==> src/rtl/slot_cfg_sched.sv <==
// Virtual-slot card table sequencer: loads the default table after reset or on restore,
// then arbitrates read/write transactions from two requesters with write readback.
module slot_cfg_sched #(
    parameter logic [63:0] SLOT_CARDS = 64'h0   // slot n card ID in bits [8n+7:8n]
) (
    input  logic       clk_logic,
    input  logic       rst_n,
    input  logic [1:0] req,
    input  logic [1:0] req_wr,
    input  logic [2:0] req_slot0,
    input  logic [2:0] req_slot1,
    input  logic [7:0] req_card0,
    input  logic [7:0] req_card1,
    input  logic       restore,
    output logic [1:0] ack,
    output logic [7:0] rdata,
    output logic       err,
    output logic [2:0] cfg_slot,
    output logic       cfg_wr,
    output logic [7:0] cfg_card_i,
    input  logic [7:0] cfg_card_o,
    output logic       card_changed,
    output logic [2:0] changed_slot,
    output logic       init_done,
    output logic       busy
);

    // state   | meaning
    // INIT    | writing default card table, one slot per cycle
    // IDLE    | waiting for restore or a request
    // ISSUE   | config port driven with the granted transaction
    // SETTLE  | pre-write value visible on cfg_card_o, captured as old
    // CAPTURE | post-write value visible, captured as new
    // RESP    | ack pulse to the granted requester
    typedef enum logic [2:0] {
        S_INIT, S_IDLE, S_ISSUE, S_SETTLE, S_CAPTURE, S_RESP
    } state_t;

    state_t     state_q, state_d;
    logic [3:0] init_cnt_q, init_cnt_d;
    logic       last_q, last_d;
    logic       gnt_q, gnt_d;
    logic       tx_wr_q, tx_wr_d;
    logic [2:0] tx_slot_q, tx_slot_d;
    logic [7:0] tx_card_q, tx_card_d;
    logic [7:0] old_q, old_d;
    logic [7:0] rdata_q, rdata_d;
    logic       err_q, err_d;
    logic [2:0] cfg_slot_q, cfg_slot_d;
    logic       cfg_wr_q, cfg_wr_d;
    logic [7:0] cfg_card_q, cfg_card_d;
    logic       chg_q, chg_d;
    logic [2:0] chg_slot_q, chg_slot_d;
    logic       init_done_q, init_done_d;
    logic       pick;

    always_comb begin
        state_d     = state_q;
        init_cnt_d  = init_cnt_q;
        last_d      = last_q;
        gnt_d       = gnt_q;
        tx_wr_d     = tx_wr_q;
        tx_slot_d   = tx_slot_q;
        tx_card_d   = tx_card_q;
        old_d       = old_q;
        rdata_d     = rdata_q;
        err_d       = err_q;
        cfg_slot_d  = cfg_slot_q;
        cfg_wr_d    = 1'b0;
        cfg_card_d  = cfg_card_q;
        chg_d       = 1'b0;
        chg_slot_d  = chg_slot_q;
        init_done_d = init_done_q;
        pick        = (req == 2'b11) ? ~last_q : req[1];

        case (state_q)
            S_INIT: begin
                // Config outputs are registered, so the ninth INIT edge only closes the load.
                if (init_cnt_q[3]) begin
                    state_d     = S_IDLE;
                    init_done_d = 1'b1;
                    cfg_slot_d  = 3'd0;
                    cfg_card_d  = 8'd0;
                end else begin
                    cfg_wr_d   = 1'b1;
                    cfg_slot_d = init_cnt_q[2:0];
                    cfg_card_d = SLOT_CARDS[{init_cnt_q[2:0], 3'b000} +: 8];
                    init_cnt_d = init_cnt_q + 4'd1;
                end
            end
            S_IDLE: begin
                if (restore) begin
                    state_d    = S_INIT;
                    init_cnt_d = 4'd0;
                end else if (req != 2'b00) begin
                    state_d    = S_ISSUE;
                    gnt_d      = pick;
                    last_d     = pick;
                    tx_wr_d    = req_wr[pick];
                    tx_slot_d  = pick ? req_slot1 : req_slot0;
                    tx_card_d  = pick ? req_card1 : req_card0;
                    cfg_wr_d   = req_wr[pick];
                    cfg_slot_d = pick ? req_slot1 : req_slot0;
                    cfg_card_d = pick ? req_card1 : req_card0;
                end
            end
            S_ISSUE: begin
                state_d = S_SETTLE;
            end
            S_SETTLE: begin
                old_d   = cfg_card_o;
                state_d = S_CAPTURE;
            end
            S_CAPTURE: begin
                rdata_d = cfg_card_o;
                if (tx_wr_q) begin
                    err_d = (cfg_card_o != tx_card_q);
                    if (cfg_card_o != old_q) begin
                        chg_d      = 1'b1;
                        chg_slot_d = tx_slot_q;
                    end
                end else begin
                    err_d = 1'b0;
                end
                state_d = S_RESP;
            end
            S_RESP: begin
                state_d = S_IDLE;
            end
            default: begin
                state_d    = S_INIT;
                init_cnt_d = 4'd0;
            end
        endcase
    end

    always_ff @(posedge clk_logic or negedge rst_n) begin
        if (!rst_n) begin
            state_q     <= S_INIT;
            init_cnt_q  <= 4'd0;
            last_q      <= 1'b1;
            gnt_q       <= 1'b0;
            tx_wr_q     <= 1'b0;
            tx_slot_q   <= 3'd0;
            tx_card_q   <= 8'd0;
            old_q       <= 8'd0;
            rdata_q     <= 8'd0;
            err_q       <= 1'b0;
            cfg_slot_q  <= 3'd0;
            cfg_wr_q    <= 1'b0;
            cfg_card_q  <= 8'd0;
            chg_q       <= 1'b0;
            chg_slot_q  <= 3'd0;
            init_done_q <= 1'b0;
        end else begin
            state_q     <= state_d;
            init_cnt_q  <= init_cnt_d;
            last_q      <= last_d;
            gnt_q       <= gnt_d;
            tx_wr_q     <= tx_wr_d;
            tx_slot_q   <= tx_slot_d;
            tx_card_q   <= tx_card_d;
            old_q       <= old_d;
            rdata_q     <= rdata_d;
            err_q       <= err_d;
            cfg_slot_q  <= cfg_slot_d;
            cfg_wr_q    <= cfg_wr_d;
            cfg_card_q  <= cfg_card_d;
            chg_q       <= chg_d;
            chg_slot_q  <= chg_slot_d;
            init_done_q <= init_done_d;
        end
    end

    assign ack          = (state_q == S_RESP) ? (gnt_q ? 2'b10 : 2'b01) : 2'b00;
    assign busy         = (state_q != S_IDLE);
    assign rdata        = rdata_q;
    assign err          = err_q;
    assign cfg_slot     = cfg_slot_q;
    assign cfg_wr       = cfg_wr_q;
    assign cfg_card_i   = cfg_card_q;
    assign card_changed = chg_q;
    assign changed_slot = chg_slot_q;
    assign init_done    = init_done_q;

endmodule

==> config.mk <==
export PLATFORM = sky130hd
export DESIGN_NAME = slot_cfg_sched
export DESIGN_NICKNAME = d
export VERILOG_FILES = /design/src/rtl/slot_cfg_sched.sv
export SDC_FILE = /design/constraint.sdc
export NUM_CORES = 1
export LEC_CHECK = 0
export BUFFER_PORTS_ARGS = -buffer_cell sky130_fd_sc_hd__buf_2
export CAP_MARGIN = 20
export CELL_PAD_IN_SITES_DETAIL_PLACEMENT = 1
export CELL_PAD_IN_SITES_GLOBAL_PLACEMENT = 1
export CORE_UTILIZATION = 30
export CTS_CLUSTER_SIZE = 12
export DETAILED_ROUTE_END_ITERATION = 12
export GPL_TIMING_DRIVEN = 1
export PLACE_DENSITY = 0.64
export SETUP_SLACK_MARGIN = 0.4
export SYNTH_ARGS = -nofsm -noshare
export SYNTH_HDL_FRONTEND = slang
export SYNTH_SLANG_ARGS = --single-unit
==> constraint.sdc <==
create_clock -name clk_logic -period 2.45 [get_ports clk_logic]
set_clock_uncertainty 0.15 [all_clocks]
set_input_delay 0.49 -clock clk_logic [delete_from_list [all_inputs] [get_ports clk_logic]]
set_output_delay 0.49 -clock clk_logic [all_outputs]
set_load 0.02 [all_outputs]
* After elaboration in Yosys (flattened, before gate mapping)
Cells that the tools add are included.
** Word-level totals
- Flip-flop bits (word level) :: 55
- Input port bits :: 37
- Output and inout bits :: 29
- Word-level logic and storage cells :: 79
** Operators by class
- Add/subtract/negate cells :: 1
- Order comparisons :: 1
- Equal/unequal tests :: 15
- Shift-type cells :: 1
- Mux-type cells :: 30
- Bitwise operators :: 3
- Reduce and logical (&&, ||, !) cells :: 11
** Operator list (count)
- $shiftx A64 B7 Y8 const A :: 1
- $mux W8 :: 4
- $mux W3 :: 7
- $pmux W3 S6 :: 1
- $ne A8 B8 Y1 :: 2
- $pmux W8 S2 :: 1
- $pmux W4 S3 :: 1
- $reduce_and A3 Y1 :: 4
- $mux W1 :: 10
- $ne A2 B2 Y1 const B :: 5
- $mux W4 :: 2
- $eq A3 B2 Y1 const B :: 2
- $eq A3 B3 Y1 const B :: 2
- $pmux W3 S2 :: 1
- $reduce_and A2 Y1 :: 3
- $add A4 B1 Y4 const B :: 1
- $mux W2 :: 2
- $reduce_bool A2 Y1 :: 2
- $reduce_or A4 Y1 :: 1
- $eq A3 B1 Y1 const B :: 1
- $logic_not A3 Y1 :: 1
- $ne A3 B1 Y1 const B :: 1
- $ne A3 B3 Y1 const B :: 1
- $not A1 Y1 :: 3
- other kinds (3) :: 3

* Longest topological paths before layout
- Depth after elaboration :: 7
- Depth in mapped cells :: 6
- Gate-level depth less buffers :: 5

* Worst setup path before layout
No wires, ideal clock.
- Kind :: register to output
- Start :: register state_q[1]
- End :: output port busy
- Arrival :: 1.091 ns
- Data required time :: 1.810 ns
- Slack :: 0.719 ns
- Stages on the path, launching flop included :: 4
- Path buffers :: 1
- Path through :: dfrtp_1 buf_4 nor3b_2 inv_1
** Between the ends
- Word-level cells in the longest chain between the ends :: 1
** RTL lines
- start, declared :: line 39 : state_t state_q, state_d;
- start signal, assigned :: line 156 : state_q <= state_d;
- $ne A3 B1 Y1 :: line 176 : assign busy = (state_q != S_IDLE);
- end, declared :: line 25 : output logic busy
No other way between the ends.

* Worst setup path in the final report
Same ends and word-level chain as after synthesis.

==> metrics.txt <==
# TYPE chip_impl_metric gauge
chip_impl_info{name="result_of_the_run",value="finished clean"} 1
chip_impl_metric{name="power.leakage",unit="nW"} 1.595
chip_impl_metric{name="initial_core_util",unit="%"} 31.24
chip_impl_metric{name="numPortBuffers",unit=""} 65
chip_impl_info{name="netlist.top_cell.by_area",value="dfrtp_1"} 1
chip_impl_metric{name="yosysWarningCount",unit=""} 0
chip_impl_metric{name="drt-pass1-iter-count",unit=""} 4
chip_impl_metric{name="hold_violations",unit=""} 0
chip_impl_metric{name="grt_overflow_total",unit=""} 0
chip_impl_metric{name="vertical_extent_of_the_die",unit="µm"} 94.74
chip_impl_info{name="setup.worst_path.class",value="flop to output port"} 1
chip_impl_info{name="worst_setup_path_end_kind",value="output port"} 1
chip_impl_metric{name="synth_enable_flop_cells",unit=""} 0
chip_impl_info{name="synthMostInstantiatedCell",value="dfrtp_1"} 1
chip_impl_metric{name="synth-async-reset-ratio",unit="%"} 100.0
chip_impl_metric{name="route.final.wire_length",unit="µm"} 6259
chip_impl_metric{name="ys_types",unit=""} 41
chip_impl_metric{name="grt_antenna_before_repair",unit=""} 0
chip_impl_metric{name="synth_seq_cells",unit=""} 55
chip_impl_metric{name="finish.net_count",unit=""} 317
chip_impl_metric{name="detailroute.via_count",unit=""} 1833
chip_impl_info{name="worstSetupStartpointType",value="flop"} 1
chip_impl_metric{name="post_cts_hold_buffer_count",unit=""} 0
chip_impl_metric{name="clock-sinks",unit=""} 55
chip_impl_metric{name="cts-buffers-inserted",unit=""} 5
chip_impl_metric{name="ff2ff_setup_slack",unit="ps"} 550
chip_impl_metric{name="htree_num_levels",unit=""} 2
chip_impl_metric{name="worst_skew_pair.late_latency",unit="ps"} 300
chip_impl_metric{name="coreArea",unit="µm²"} 8258
chip_impl_metric{name="reg2regPathDepth",unit=""} 4
chip_impl_metric{name="sequential_cell_area",unit="µm²"} 1381
chip_impl_metric{name="tightest_slew",unit="ps"} 560.2
chip_impl_metric{name="synthCells",unit=""} 207
chip_impl_info{name="tritoncts",value="built"} 1
chip_impl_metric{name="timing.critical_path.slowest_cell_delay",unit="ps"} 410
chip_impl_metric{name="synth_top_cell_area_share",unit="%"} 52.38
chip_impl_metric{name="numPlacedInstances",unit=""} 372
chip_impl_metric{name="detail_route.wl_per_cell",unit="µm"} 16.26
chip_impl_info{name="path_common_cell",value="buf_4"} 1
chip_impl_metric{name="path_clk_slew",unit="ps"} 100
chip_impl_metric{name="report.final.setup_viol",unit=""} 0
chip_impl_metric{name="cellPowerDensity",unit="nW/µm²"} 1173
chip_impl_metric{name="synth_seq_area_share",unit="%"} 53.39
chip_impl_metric{name="multi_input_comb_area",unit="µm²"} 1134
chip_impl_metric{name="fmaxAchievable",unit="GHz"} 0.5058
chip_impl_metric{name="synth_area",unit="µm²"} 2580
chip_impl_metric{name="mapped_nets",unit=""} 245
chip_impl_metric{name="die_w",unit="µm"} 94.74
chip_impl_metric{name="global_route_wire_length_before_repair",unit="µm"} 10110
chip_impl_metric{name="floorplan.die_area",unit="µm²"} 8975
chip_impl_info{name="rsz0062_at_grt",value="false"} 1
chip_impl_metric{name="i_o_pins",unit=""} 66
chip_impl_info{name="synthTopCellsByArea",value="dfrtp_1 52%, mux2_2 10%, xnor2_1 5.4%"} 1
chip_impl_metric{name="routed_via_density",unit=""} 4.761
chip_impl_metric{name="path_max_fanout",unit=""} 9
chip_impl_info{name="synthTopCellsByCount",value="54 x dfrtp_1, 23 x mux2_2, 17 x a21o_1"} 1
chip_impl_metric{name="worst_ep_arrival_time",unit="ps"} 1340
chip_impl_metric{name="min_period_over_period",unit="%"} 80.70
chip_impl_metric{name="setup_total_negative_slack",unit="ps"} 0
chip_impl_metric{name="maxCapViolations",unit=""} 0
chip_impl_metric{name="peakVddDrop",unit="mV"} 0.3612
chip_impl_metric{name="antenna_diode_instance_count",unit=""} 0
chip_impl_metric{name="cp.required",unit="ps"} 1810
chip_impl_info{name="timing.hold.worst.class",value="input pin to async pin"} 1
chip_impl_metric{name="grt_util_all_layers",unit="%"} 14.87
chip_impl_info{name="worstReg2RegEnd",value="tx_slot_q[2]$_DFFE_PN0P_"} 1
chip_impl_metric{name="timing_max_transition_violations_final",unit=""} 0
chip_impl_info{name="rr_startpoint",value="state_q[1]$_DFFE_PN0P_"} 1
chip_impl_metric{name="clock_path_buffers",unit=""} 2
chip_impl_metric{name="synth_area_per_cell",unit="µm²"} 12.46
chip_impl_metric{name="gp_congestion",unit=""} 0.7087
chip_impl_metric{name="vias_in_the_first_global_route",unit=""} 1937
chip_impl_metric{name="final-instance-count-excl-fill",unit=""} 385
chip_impl_metric{name="ant_nets",unit=""} 0
chip_impl_info{name="crit_slowest_cell",value="dfrtp_2"} 1
chip_impl_metric{name="dp_hpwl",unit="µm"} 4552
chip_impl_metric{name="detail_route.iter0.violations",unit=""} 79
chip_impl_metric{name="area_growth_syn_to_layout",unit="%"} 21.68
chip_impl_metric{name="fillers",unit=""} 926
chip_impl_info{name="synth_flop_cell",value="dfrtp_1"} 1
chip_impl_metric{name="drcViolationCount",unit=""} 0
chip_impl_metric{name="post_route_cells_drive_above_1_share",unit="%"} 42.50
chip_impl_metric{name="timing.max_slew.rel_slack",unit="%"} 62.65
chip_impl_metric{name="std_cell_rows",unit=""} 33
chip_impl_info{name="clock-root-buffer",value="clkbuf_8"} 1
chip_impl_metric{name="final.min_clock_period",unit="ps"} 1977
chip_impl_info{name="cp_cell_sequence",value="buf_4, nor3b_2, buf_4, inv_1, buf_2"} 1
chip_impl_metric{name="grt_start_max_net_pins",unit=""} 35
[sequential cells by signal, indices dropped and copies added (netlist names), 3 cells and up]
signal        flops
cfg_card_i        8
old_q             8
state_q           3
changed_slot      3
tx_card_q         8
rdata             8
tx_slot_q         3
cfg_slot          3
init_cnt_q        4
[worst max path at each step]
stage                            from                        to  depth (start not counted)
4_1_cts        state_q[0]$_DFFE_PN0P_                      busy                          4
3_5_place_dp                   req[1]  tx_slot_q[2]$_DFFE_PN0P_                          3
6_report       state_q[1]$_DFFE_PN0P_                      busy                          5
2_1_floorplan  state_q[1]$_DFFE_PN0P_                      busy                          3
5_1_grt        state_q[1]$_DFFE_PN0P_  tx_card_q[5]$_DFFE_PN0P_                          5
3_3_place_gp                   req[1]  tx_slot_q[1]$_DFFE_PN0P_                          3
[where the power goes]
group | switching [mW] | internal (mW) | total, mW | leakage [nW]
logic | 0.811 | 0.762 | 1.57 | 0.873
clock network | 0.289 | 0.204 | 0.493 | 0.0395
registers | 0.300 | 1.32 | 1.61 | 0.683
total | 1.40 | 2.28 | 3.68 | 1.60
[per-layer routing]
layer | routed length, µm | track usage [%] | vias up
met3 | 227 | 2.657 | 5
met4 | 61 | 3.788 | 0
li1 | - | - | 872
met1 | 3042 | 20.92 | 914
met2 | 2927 | 23.56 | 42
met5 | 0 | 0 | -
[placed cells by master, fill, tap and decap left out, types with 4 or more instances in the layout]
cell type   n
nand4_1     4
nor2_1     14
mux2i_1     9
buf_2      65
dfrtp_1    51
o21ai_0     6
inv_1       4
mux2_2     23
buf_4       7
xnor2_1    16
clkbuf_8    5
a21o_1     17
a21oi_1     7
nand2_1    10
[through the flow]
| stage | worst slack (ps) | power (mW) | cell area (µm²) | utilization (%) | hold WS (ps) |
|---|---|---|---|---|---|
| after floorplan | 718.8 | 2.724 | 2580 | - | 44.41 |
| after global placement | 394.5 | 3.128 | 3009 | 36.44 | 316.1 |
| after detailed placement | 347.0 | 3.185 | 3009 | 36.44 | 310.6 |
| after CTS | 343.6 | 3.699 | 3099 | 37.53 | 22.67 |
| after global routing | 383.6 | 3.976 | 3139 | 38.02 | 40.83 |
| final | 472.9 | 3.681 | 3139 | 38.02 | 9.955 |
[area by class of cell]
type | instances | area share, %
repair buffers | 73 | 12.67
flip-flops and latches | 55 | 44.00
inverters | 4 | 0.4783
multi-input cells | 140 | 36.11
well taps | 105 | 4.185
clock buffers | 8 | 2.551
[what timing repair did]
action / in CTS / in global routing
setup endpoints to repair: 3 / 24
pin swaps: 0 / 1
resized for setup: 2 / 2
setup buffers: 1 / 3
cloned: 0 / 1
[kinds of logic (layout without fill, tap and decap cells)]
kind of cell	Yosys count	after routing	share of synthesized area [%]
mux	35	35	15.28
buf+inv	13	85	3.297
compound gates	43	44	12.22
flops	55	55	53.40
fa+ha+maj	1	1	0.4849
simple gates	44	44	9.893
xor+xnor	16	16	5.431
[critical path: cells and delay by family, from the launching register on]
family                 cells  cell delay [ps]
buffers and inverters      4              470
DFF                        1              410
and+or+nand+nor            1              160
(Power assumes the default switching activity.)
